## src/rtl/ultrasonic_ping_scheduler.sv

```systemverilog
// Round-robin ultrasonic ranging scheduler.
// One shared echo-timing engine is time-multiplexed across N_SENSORS sensors:
// trigger the selected sensor, time its echo pulse, report the width (or a
// timeout), wait out a holdoff so stray bursts die down, then move on to the
// next enabled sensor.
module ultrasonic_ping_scheduler #(
  parameter int N_SENSORS      = 4,
  parameter int IDX_W          = 2,
  parameter int CNT_W          = 24,
  parameter int TRIG_CYCLES    = 500,
  parameter int TIMEOUT_CYCLES = 1500000,
  parameter int HOLDOFF_CYCLES = 3000000
) (
  input  logic                 clk,
  input  logic                 rst,
  input  logic                 enable,
  input  logic [N_SENSORS-1:0] sensor_mask,
  input  logic [N_SENSORS-1:0] echo,
  output logic [N_SENSORS-1:0] trig,
  output logic                 busy,
  output logic [IDX_W-1:0]     cur_sensor,
  output logic                 result_valid,
  output logic [IDX_W-1:0]     result_sensor,
  output logic [CNT_W-1:0]     result_width,
  output logic                 result_timeout
);

  // Wide enough to hold (last + offset) before the modulo fold.
  localparam int SUM_W = IDX_W + 1;

  typedef enum logic [2:0] {
    S_IDLE,
    S_TRIG,
    S_WAIT_RISE,
    S_MEASURE,
    S_HOLDOFF
  } state_t;

  state_t state_reg, state_next;

  // Echo synchronizer and edge-detect history, one bit per sensor.
  logic [N_SENSORS-1:0] echo_meta_reg;
  logic [N_SENSORS-1:0] echo_sync_reg;
  logic [N_SENSORS-1:0] echo_prev_reg;

  // Sequencing counters and rotation state.
  logic [CNT_W-1:0] phase_cnt_reg;   // TRIG high time and HOLDOFF length
  logic [CNT_W-1:0] tmo_cnt_reg;     // cycles since trigger fall
  logic [CNT_W-1:0] width_reg;       // synchronized echo high time
  logic [IDX_W-1:0] last_reg;        // last sensor pinged (rotation pointer)
  logic [IDX_W-1:0] cur_sensor_reg;

  // Result holding registers.
  logic             result_valid_reg;
  logic [IDX_W-1:0] result_sensor_reg;
  logic [CNT_W-1:0] result_width_reg;
  logic             result_timeout_reg;

  // Next-sensor candidate table: candidate gi is (last + gi + 1) mod N.
  logic [IDX_W-1:0]     cand_idx [N_SENSORS];
  logic [N_SENSORS-1:0] cand_en;
  logic [IDX_W-1:0]     sel_idx;

  // Decoded conditions.
  logic sel_sync;
  logic sel_prev;
  logic rise_det;
  logic fall_det;
  logic tmo_hit;
  logic trig_done;
  logic hold_done;
  logic can_start;
  logic load_sel;
  logic emit_normal;
  logic emit_tmo;

  generate
    for (genvar gi = 0; gi < N_SENSORS; gi++) begin : g_cand
      logic [SUM_W-1:0] cand_sum;
      assign cand_sum     = SUM_W'(last_reg) + SUM_W'(gi + 1);
      assign cand_idx[gi] = (cand_sum >= SUM_W'(N_SENSORS))
                          ? IDX_W'(cand_sum - SUM_W'(N_SENSORS))
                          : IDX_W'(cand_sum);
      assign cand_en[gi]  = sensor_mask[cand_idx[gi]];
    end
  endgenerate

  // Pick the enabled candidate closest after the last pinged sensor.
  always_comb begin
    sel_idx = last_reg;
    for (int i = N_SENSORS - 1; i >= 0; i--) begin
      if (cand_en[i]) begin
        sel_idx = cand_idx[i];
      end
    end
  end

  // Only the selected sensor's synchronized echo drives the engine.
  assign sel_sync  = echo_sync_reg[cur_sensor_reg];
  assign sel_prev  = echo_prev_reg[cur_sensor_reg];
  assign rise_det  = sel_sync & ~sel_prev;
  assign fall_det  = ~sel_sync & sel_prev;
  assign tmo_hit   = (tmo_cnt_reg >= CNT_W'(TIMEOUT_CYCLES));
  assign trig_done = (phase_cnt_reg == CNT_W'(TRIG_CYCLES - 1));
  assign hold_done = (phase_cnt_reg == CNT_W'(HOLDOFF_CYCLES - 1));
  assign can_start = enable && (sensor_mask != '0);

  // A detected edge wins over a timeout landing on the same cycle.
  assign emit_normal = (state_reg == S_MEASURE) && fall_det;
  assign emit_tmo    = ((state_reg == S_WAIT_RISE) && !rise_det && tmo_hit) ||
                       ((state_reg == S_MEASURE)   && !fall_det && tmo_hit);
  assign load_sel    = can_start &&
                       ((state_reg == S_IDLE) ||
                        ((state_reg == S_HOLDOFF) && hold_done));

  // Two-flop synchronizer plus one history flop for edge detection.
  always_ff @(posedge clk) begin
    if (rst) begin
      echo_meta_reg <= '0;
      echo_sync_reg <= '0;
      echo_prev_reg <= '0;
    end else begin
      echo_meta_reg <= echo;
      echo_sync_reg <= echo_meta_reg;
      echo_prev_reg <= echo_sync_reg;
    end
  end

  // State register.
  always_ff @(posedge clk) begin
    if (rst) begin
      state_reg <= S_IDLE;
    end else begin
      state_reg <= state_next;
    end
  end

  // Next-state logic.
  always_comb begin
    state_next = state_reg;
    unique case (state_reg)
      S_IDLE: begin
        if (can_start) state_next = S_TRIG;
      end
      S_TRIG: begin
        if (trig_done) state_next = S_WAIT_RISE;
      end
      S_WAIT_RISE: begin
        if (rise_det)     state_next = S_MEASURE;
        else if (tmo_hit) state_next = S_HOLDOFF;
      end
      S_MEASURE: begin
        if (fall_det || tmo_hit) state_next = S_HOLDOFF;
      end
      S_HOLDOFF: begin
        if (hold_done) state_next = can_start ? S_TRIG : S_IDLE;
      end
      default: state_next = S_IDLE;
    endcase
  end

  // State-decoded outputs: one trigger bit while in TRIG, busy outside IDLE.
  always_comb begin
    trig = '0;
    busy = (state_reg != S_IDLE);
    if (state_reg == S_TRIG) begin
      trig[cur_sensor_reg] = 1'b1;
    end
  end

  // Phase counter restarts on every state change; it times TRIG and HOLDOFF.
  always_ff @(posedge clk) begin
    if (rst) begin
      phase_cnt_reg <= '0;
    end else if (state_next != state_reg) begin
      phase_cnt_reg <= '0;
    end else if ((state_reg == S_TRIG) || (state_reg == S_HOLDOFF)) begin
      phase_cnt_reg <= phase_cnt_reg + 1'b1;
    end
  end

  // Timeout timer runs from trigger fall through WAIT_RISE and MEASURE.
  always_ff @(posedge clk) begin
    if (rst) begin
      tmo_cnt_reg <= '0;
    end else if (state_reg == S_TRIG) begin
      tmo_cnt_reg <= '0;
    end else if ((state_reg == S_WAIT_RISE) || (state_reg == S_MEASURE)) begin
      tmo_cnt_reg <= tmo_cnt_reg + 1'b1;
    end
  end

  // Width counter: loads 1 on the rise so the rise cycle itself is counted,
  // then saturates rather than wrapping.
  always_ff @(posedge clk) begin
    if (rst) begin
      width_reg <= '0;
    end else if ((state_reg == S_WAIT_RISE) && rise_det) begin
      width_reg <= CNT_W'(1);
    end else if ((state_reg == S_MEASURE) && (width_reg != '1)) begin
      width_reg <= width_reg + 1'b1;
    end
  end

  // Rotation pointer starts at the top index so the first ping scans from 0.
  always_ff @(posedge clk) begin
    if (rst) begin
      last_reg       <= IDX_W'(N_SENSORS - 1);
      cur_sensor_reg <= '0;
    end else if (load_sel) begin
      last_reg       <= sel_idx;
      cur_sensor_reg <= sel_idx;
    end
  end

  // Result registers: one-cycle valid pulse, data held between pulses.
  always_ff @(posedge clk) begin
    if (rst) begin
      result_valid_reg   <= 1'b0;
      result_sensor_reg  <= '0;
      result_width_reg   <= '0;
      result_timeout_reg <= 1'b0;
    end else begin
      result_valid_reg <= emit_normal || emit_tmo;
      if (emit_normal) begin
        result_sensor_reg  <= cur_sensor_reg;
        result_width_reg   <= width_reg;
        result_timeout_reg <= 1'b0;
      end else if (emit_tmo) begin
        result_sensor_reg  <= cur_sensor_reg;
        result_width_reg   <= '1;
        result_timeout_reg <= 1'b1;
      end
    end
  end

  assign cur_sensor     = cur_sensor_reg;
  assign result_valid   = result_valid_reg;
  assign result_sensor  = result_sensor_reg;
  assign result_width   = result_width_reg;
  assign result_timeout = result_timeout_reg;

endmodule

```

## config.mk

```make
export PLATFORM = sky130hd
export DESIGN_NAME = ultrasonic_ping_scheduler
export DESIGN_NICKNAME = d
export VERILOG_FILES = /design/src/rtl/ultrasonic_ping_scheduler.sv
export SDC_FILE = /design/constraint.sdc
export NUM_CORES = 1
export LEC_CHECK = 0
export ABC_AREA = 1
export BUFFER_PORTS_ARGS = -buffer_cell sky130_fd_sc_hd__buf_2
export CAP_MARGIN = 15
export CORE_MARGIN = 2
export CORE_UTILIZATION = 40
export CTS_BUF_LIST = sky130_fd_sc_hd__clkbuf_8
export DETAILED_ROUTE_END_ITERATION = 8
export MAX_ROUTING_LAYER = met4
export PLACE_DENSITY = 0.61
export SLEW_MARGIN = 30
export SYNTH_ARGS = -nofsm -noshare
export SYNTH_HDL_FRONTEND = slang
export SYNTH_SLANG_ARGS = --single-unit
```

## constraint.sdc

```tcl
create_clock -name clk -period 2.3 [get_ports clk]
set_clock_uncertainty 0.1 [all_clocks]
set_input_delay 0.345 -clock clk [delete_from_list [all_inputs] [get_ports clk]]
set_output_delay 0.345 -clock clk [all_outputs]
set_load 0.01 [all_outputs]
```

# Word-level counts from Yosys, hierarchy flattened
# Cells that the tools add are included.
# W data, S select, Z words.
# totals
reg_bits	119
input_bits	11
output_inout_bits	35
elab_cells	113
# op_classes
add_sub_neg	11
n_lt_le_gt_ge	11
eq_ne	8
mux	37
n_bitwise	4
n_reduce_logical	28
# op_table
op	count
$add A24 B1 Y24 const B	3
$mux W24	2
$eq A24 B22 Y1 const B	1
$eq A24 B9 Y1 const B	1
$ge A24 B21 Y1 const B	1
$ne A24 B24 Y1 const B	1
$mux W2	10
$mux W3	6
$lt A2 B3 Y1 const B	5
$pmux W3 S5	1
$bmux W1 S2	6
$ge A3 B3 Y1 const B	4
$logic_and A1 B1 Y1	11
$mux W1	10
$reduce_or A2 Y1	4
$sub A2 B1 Y2 const B	4
$add A2 B2 Y3 const B	2
$eq A3 B2 Y1 const B	2
$logic_or A1 B1 Y1	6
$mux W4	1
$reduce_bool A2 Y1	2
$reduce_bool A4 Y1	1
$add A2 B1 Y3 const B	1
$add A2 B3 Y3 const B	1
other kinds (10)	13

# Longest topological paths before layout
# depth
ltp_word	10
ltp_mapped	15
depth_no_buf	13

# Worst setup path after synthesis
# No wires, ideal clock.
# synth_timing
path_type	reg-to-reg
from	register width_reg[0]
to	register width_reg[22]
setup_ps	132
arrival_ps	1617
required_ps	2068
setup_slack_ps	450
stages_incl_launch_ff	12
n_path_buf	1
synth_period_minus_slack_ps	1850
path_cell_list	dfxtp_1 > ha_1 > nand2_1 > nor2_1 > nand2_2 > nor2_2 > nand2_2 > nand2_4 > inv_2 > buf_2 > nand2_1 > a21oi_1
# synth_via
elab_chain_len	2
elab_cells_between_ends	3
cone_classes	add/sub: 1; eq/ne: 1; reduce/logical: 1
# synth_lines
item	line	source
start: declaration	49	logic [CNT_W-1:0] width_reg;
start signal: assignment	201	width_reg <= width_reg + 1'b1;
parallel branches: the longest is 2 deep, another holds $add A24 B1 Y24	--	
# Several ways; the timed one is not identified.
# A chain may end at the register's enable or synchronous reset.

# Worst setup path in the final report
# layout_timing
from	register state_reg[2]
to	output trig[2]
# layout_via
elab_chain_len	2
# layout_lines
item	line	source
start: declaration	39	state_t state_reg, state_next;
start signal: assignment	134	state_reg <= state_next;
$eq A3 B1 Y1	166	if (state_reg == S_TRIG) begin
$mux W4	166	
end: declaration	19	output logic [N_SENSORS-1:0] trig,
# No other way between the ends.

==> summary.md <==
| Metric | Value |
|---|---|
| Final count of hold timing violations | 0 |
| Share of layout cells above drive strength 1 | 0.161 |
| Final GP Congestion | 0.931 |
| Buffers added on ports | 45 |
| Wire length of the first global-routing pass | 25.1 mm |
| Leakage component of the power | 2.99 nW |
| Outcome | complete, no violations |
| Highest-count cells in the layout ignoring fill and taps | 175 x nand2_1, 129 x inv_1, 118 x dfxtp_1, 111 x nor2_1, 55 x a21oi_1 |
| Most common library cell in the layout ignoring fill and taps | nand2_1 |
| Top-level I/O count | 46 |
| Antenna violations before repair | 0 |
| Starting DRC count in detailed routing | 401 |
| Post-detailed-route count of antenna-violating nets | 0 |
| Number of antenna repair diodes | 0 |
| Sort of element at the end of the critical path | primary output |
| Die outline area | around 17,000 um2 |
| Deepest level of the CTS H-tree | 4 |
| Synthesis-to-finish area growth | 15.9% |
| Filler cell count | 1,531 |
| Synth Area in XOR/XNOR | 0.0655 |
| Worst IR drop on VDD | 324 uV |
| Final worst-path cycle share | 0.924 |
| Final number of setup-violating endpoints | 0 |
| Max Freq | 471 MHz |
| Clk sinks | about 120 |
| CTS tree | done |
| Number of instances in the synthesized netlist | a little under 900 |
| DPL Wire Length | ~11 mm |
| Share of cell area taken by muxes after synthesis | 0.00318 |
| Post-CTS setup buffer count | 0 |
| Die X | 129 um |
| Number of max-cap violations | 0 |
| Core Util, Final | 0.477 |
| Post-synthesis net count | 896 |
| Average vias per placed instance | 4.86 |
| Adder-Cell Fraction of Synth Area | 0.00796 |
| Post-route cell area | 7290 um2 |
| Dominant combinational cell family by area after synthesis | simple AND/OR/NAND/NOR gates |
| Clock root cell | clkbuf_8 |
| Type of the setup path with the least slack | register to primary output |
| Area share of and/or/nand/nor cells after synthesis | 0.330 |
| Proportion of synthesized chip area in sequential cells | 0.379 |
| Height of the chip | between 100 and 150 um |
| Worst Path Max Fanout | 8 |
| Starting utilization of the core area | 0.412 |
| PD cells | 611 nW/um2 |
| Leading register cell type out of synthesis | dfxtp_1 |
| Number of max-slew violations in the final report | 0 |
| Total Routing Usage GR | 0.193 |
| Crit path launch type | register |
| Total power of the final layout | around 0.0045 W |
| Number of nets in the finished design | 959 |
| Number of buffers inserted during clock tree synthesis | 17 |
| Time the worst path needs with I/O delays and setup | 2120 ps |
| Placement Cell Area | 6770 um2 |
| Number of storage elements in the synthesis netlist | 119 |
| Netlist area before placement | 6290 um2 |
| Via total after detailed routing | 5,673 |
| Cell variety after synth | 38 |
| Total of warnings raised by yosys | 0 |
| Worst min-delay path category | input port to register |
| Placeable core area | 15,300 um2 |
| Data required time of the critical path | approximately 1900 ps |
| Crit path DAT | 1680 ps |
| Relative slew margins | 0.740 |
| Clock Pin Slew Worst Setup and Hold Paths | 70 ps |
| Total DRC errors in the routed layout | 0 |
| Worst-skew pair later-pin latency | 440 ps |
| Post-Route Hold Slack | 281 ps |
| Via count of the first global-routing pass | 5,197 |
| Compound-Gate Fraction of Synth Area | 0.104 |
| Transition time at the pin with the least slew margin | 387 ps |
| Total negative slack | 0 ps |
| Number of enable-type register cells in the synthesized netlist | 0 |
| Overall overflow remaining after global route | 0 |
| Per-instance average area after synthesis | 7.14 um2 |
| Post-Route WL | 15.0 mm |
| Clock buffer depth | 2 |
| Pin count of the biggest net entering global routing | 29 |
| DR WL/cell | 12.8 um |
| FFs w/ async S/R, synth | 0 |
| Core Rows | 45 |
| 1st-pass router iterations | 5 |
[synth_stat cells, types with 2 or more instances]
cell type | number | area share
o21ai_1 | 4 | 0.0032
buf_2 | 3 | 0.0024
or2_2 | 2 | 0.0020
nor2_1 | 111 | 0.066
ha_1 | 4 | 0.0080
nand3_2 | 3 | 0.0048
o21ai_0 | 16 | 0.013
xor2_1 | 36 | 0.050
clkbuf_1 | 12 | 0.0072
buf_6 | 8 | 0.014
nor2_2 | 9 | 0.0090
inv_1 | 128 | 0.076
buf_4 | 4 | 0.0048
o221ai_1 | 24 | 0.033
nor3_2 | 22 | 0.035
nor4_1 | 6 | 0.0060
o31ai_1 | 2 | 0.0024
mux2i_1 | 2 | 0.0032
nand4_1 | 16 | 0.016
o211ai_1 | 2 | 0.0024
nand2_1 | 176 | 0.11
nor3b_1 | 3 | 0.0036
nand3_4 | 2 | 0.0056
nand2_2 | 2 | 0.0020
nand3_1 | 48 | 0.038
nor2_4 | 2 | 0.0036
nand2_4 | 2 | 0.0036
xnor2_1 | 11 | 0.015
o21a_1 | 2 | 0.0024
nor3_1 | 30 | 0.024
nand3b_1 | 2 | 0.0024
dfxtp_1 | 119 | 0.38
inv_2 | 9 | 0.0054
a21oi_1 | 55 | 0.044
[where the power goes]
group | switching (W) | internal (W) | leakage [nW]
sequential | 0.0000243 | 0.00208 | 0.962
clock | 0.000852 | 0.00120 | 0.223
combinational | 0.000194 | 0.000101 | 1.80
[per-layer routing]
metal | vias to the layer above | track usage | wire [um]
met4 | 0 | 0.0537 | 112
met3 | 12 | 0.0438 | 564
met2 | 109 | 0.291 | 6690
met5 | - | - | 0
met1 | 2577 | 0.259 | 7610
li1 | 2975 | - | -
[critical path: stages, from the launching register on]
cell,delay [ps]
dfxtp_1,410
inv_2,170
nand3_4,160
nor3_1,300
buf_2,200
[per-stage QoR]
step / instances / worst slack [ps]
2_1_floorplan: 881 / 450
3_3_place_gp: 1130 / 266
3_5_place_dp: 1130 / 146
4_1_cts: 1166 / 121
5_1_grt: 1168 / -8.32
6_report: 1168 / 176
[layout make-up]
| type | count | area [um2] | area share |
|---|---|---|---|
| clock inverters | 14 | 183 | 0.0251 |
| well taps | 211 | 264 | 0.0362 |
| multi-input cells | 600 | 3250 | 0.447 |
| clock buffers | 18 | 248 | 0.0340 |
| inverters | 137 | 514 | 0.0706 |
| flip-flops and latches | 119 | 2380 | 0.327 |
| repair buffers | 69 | 440 | 0.0604 |
[cells by family (layout without fill, tap and decap cells)]
| logic type | count (synthesis) | after routing |
|---|---|---|
| and+or+nand+nor | 437 | 439 |
| buffers and inverters | 164 | 238 |
| xor gates and xnor gates | 47 | 47 |
| muxes | 2 | 2 |
| adders and majority gates | 4 | 4 |
| DFF | 119 | 119 |
| AOI/OAI and AO/OA | 108 | 108 |
[worst paths after layout]
check	start	endpoint	slack, ps	cells past startpoint
max	state_reg[2]$_SDFF_PP0_	trig[2]	180	4
min	rst	width_reg[0]$_SDFFE_PP0P_	280	3
max reg2reg	phase_cnt_reg[0]$_SDFFE_PP0P_	phase_cnt_reg[19]$_SDFFE_PP0P_	230	11
min reg2reg	echo_meta_reg[0]$_SDFF_PP0_	echo_sync_reg[0]$_SDFF_PP0_	300	2
[what timing repair did]
item                                    in CTS  in global routing
endpoints found under the hold margin        4                  0
endpoints found under the setup margin       0                 24
resized for setup                            0                  5
hold buffers                                 4                  0
No activity file was read; power rests on OpenSTA's default activity.
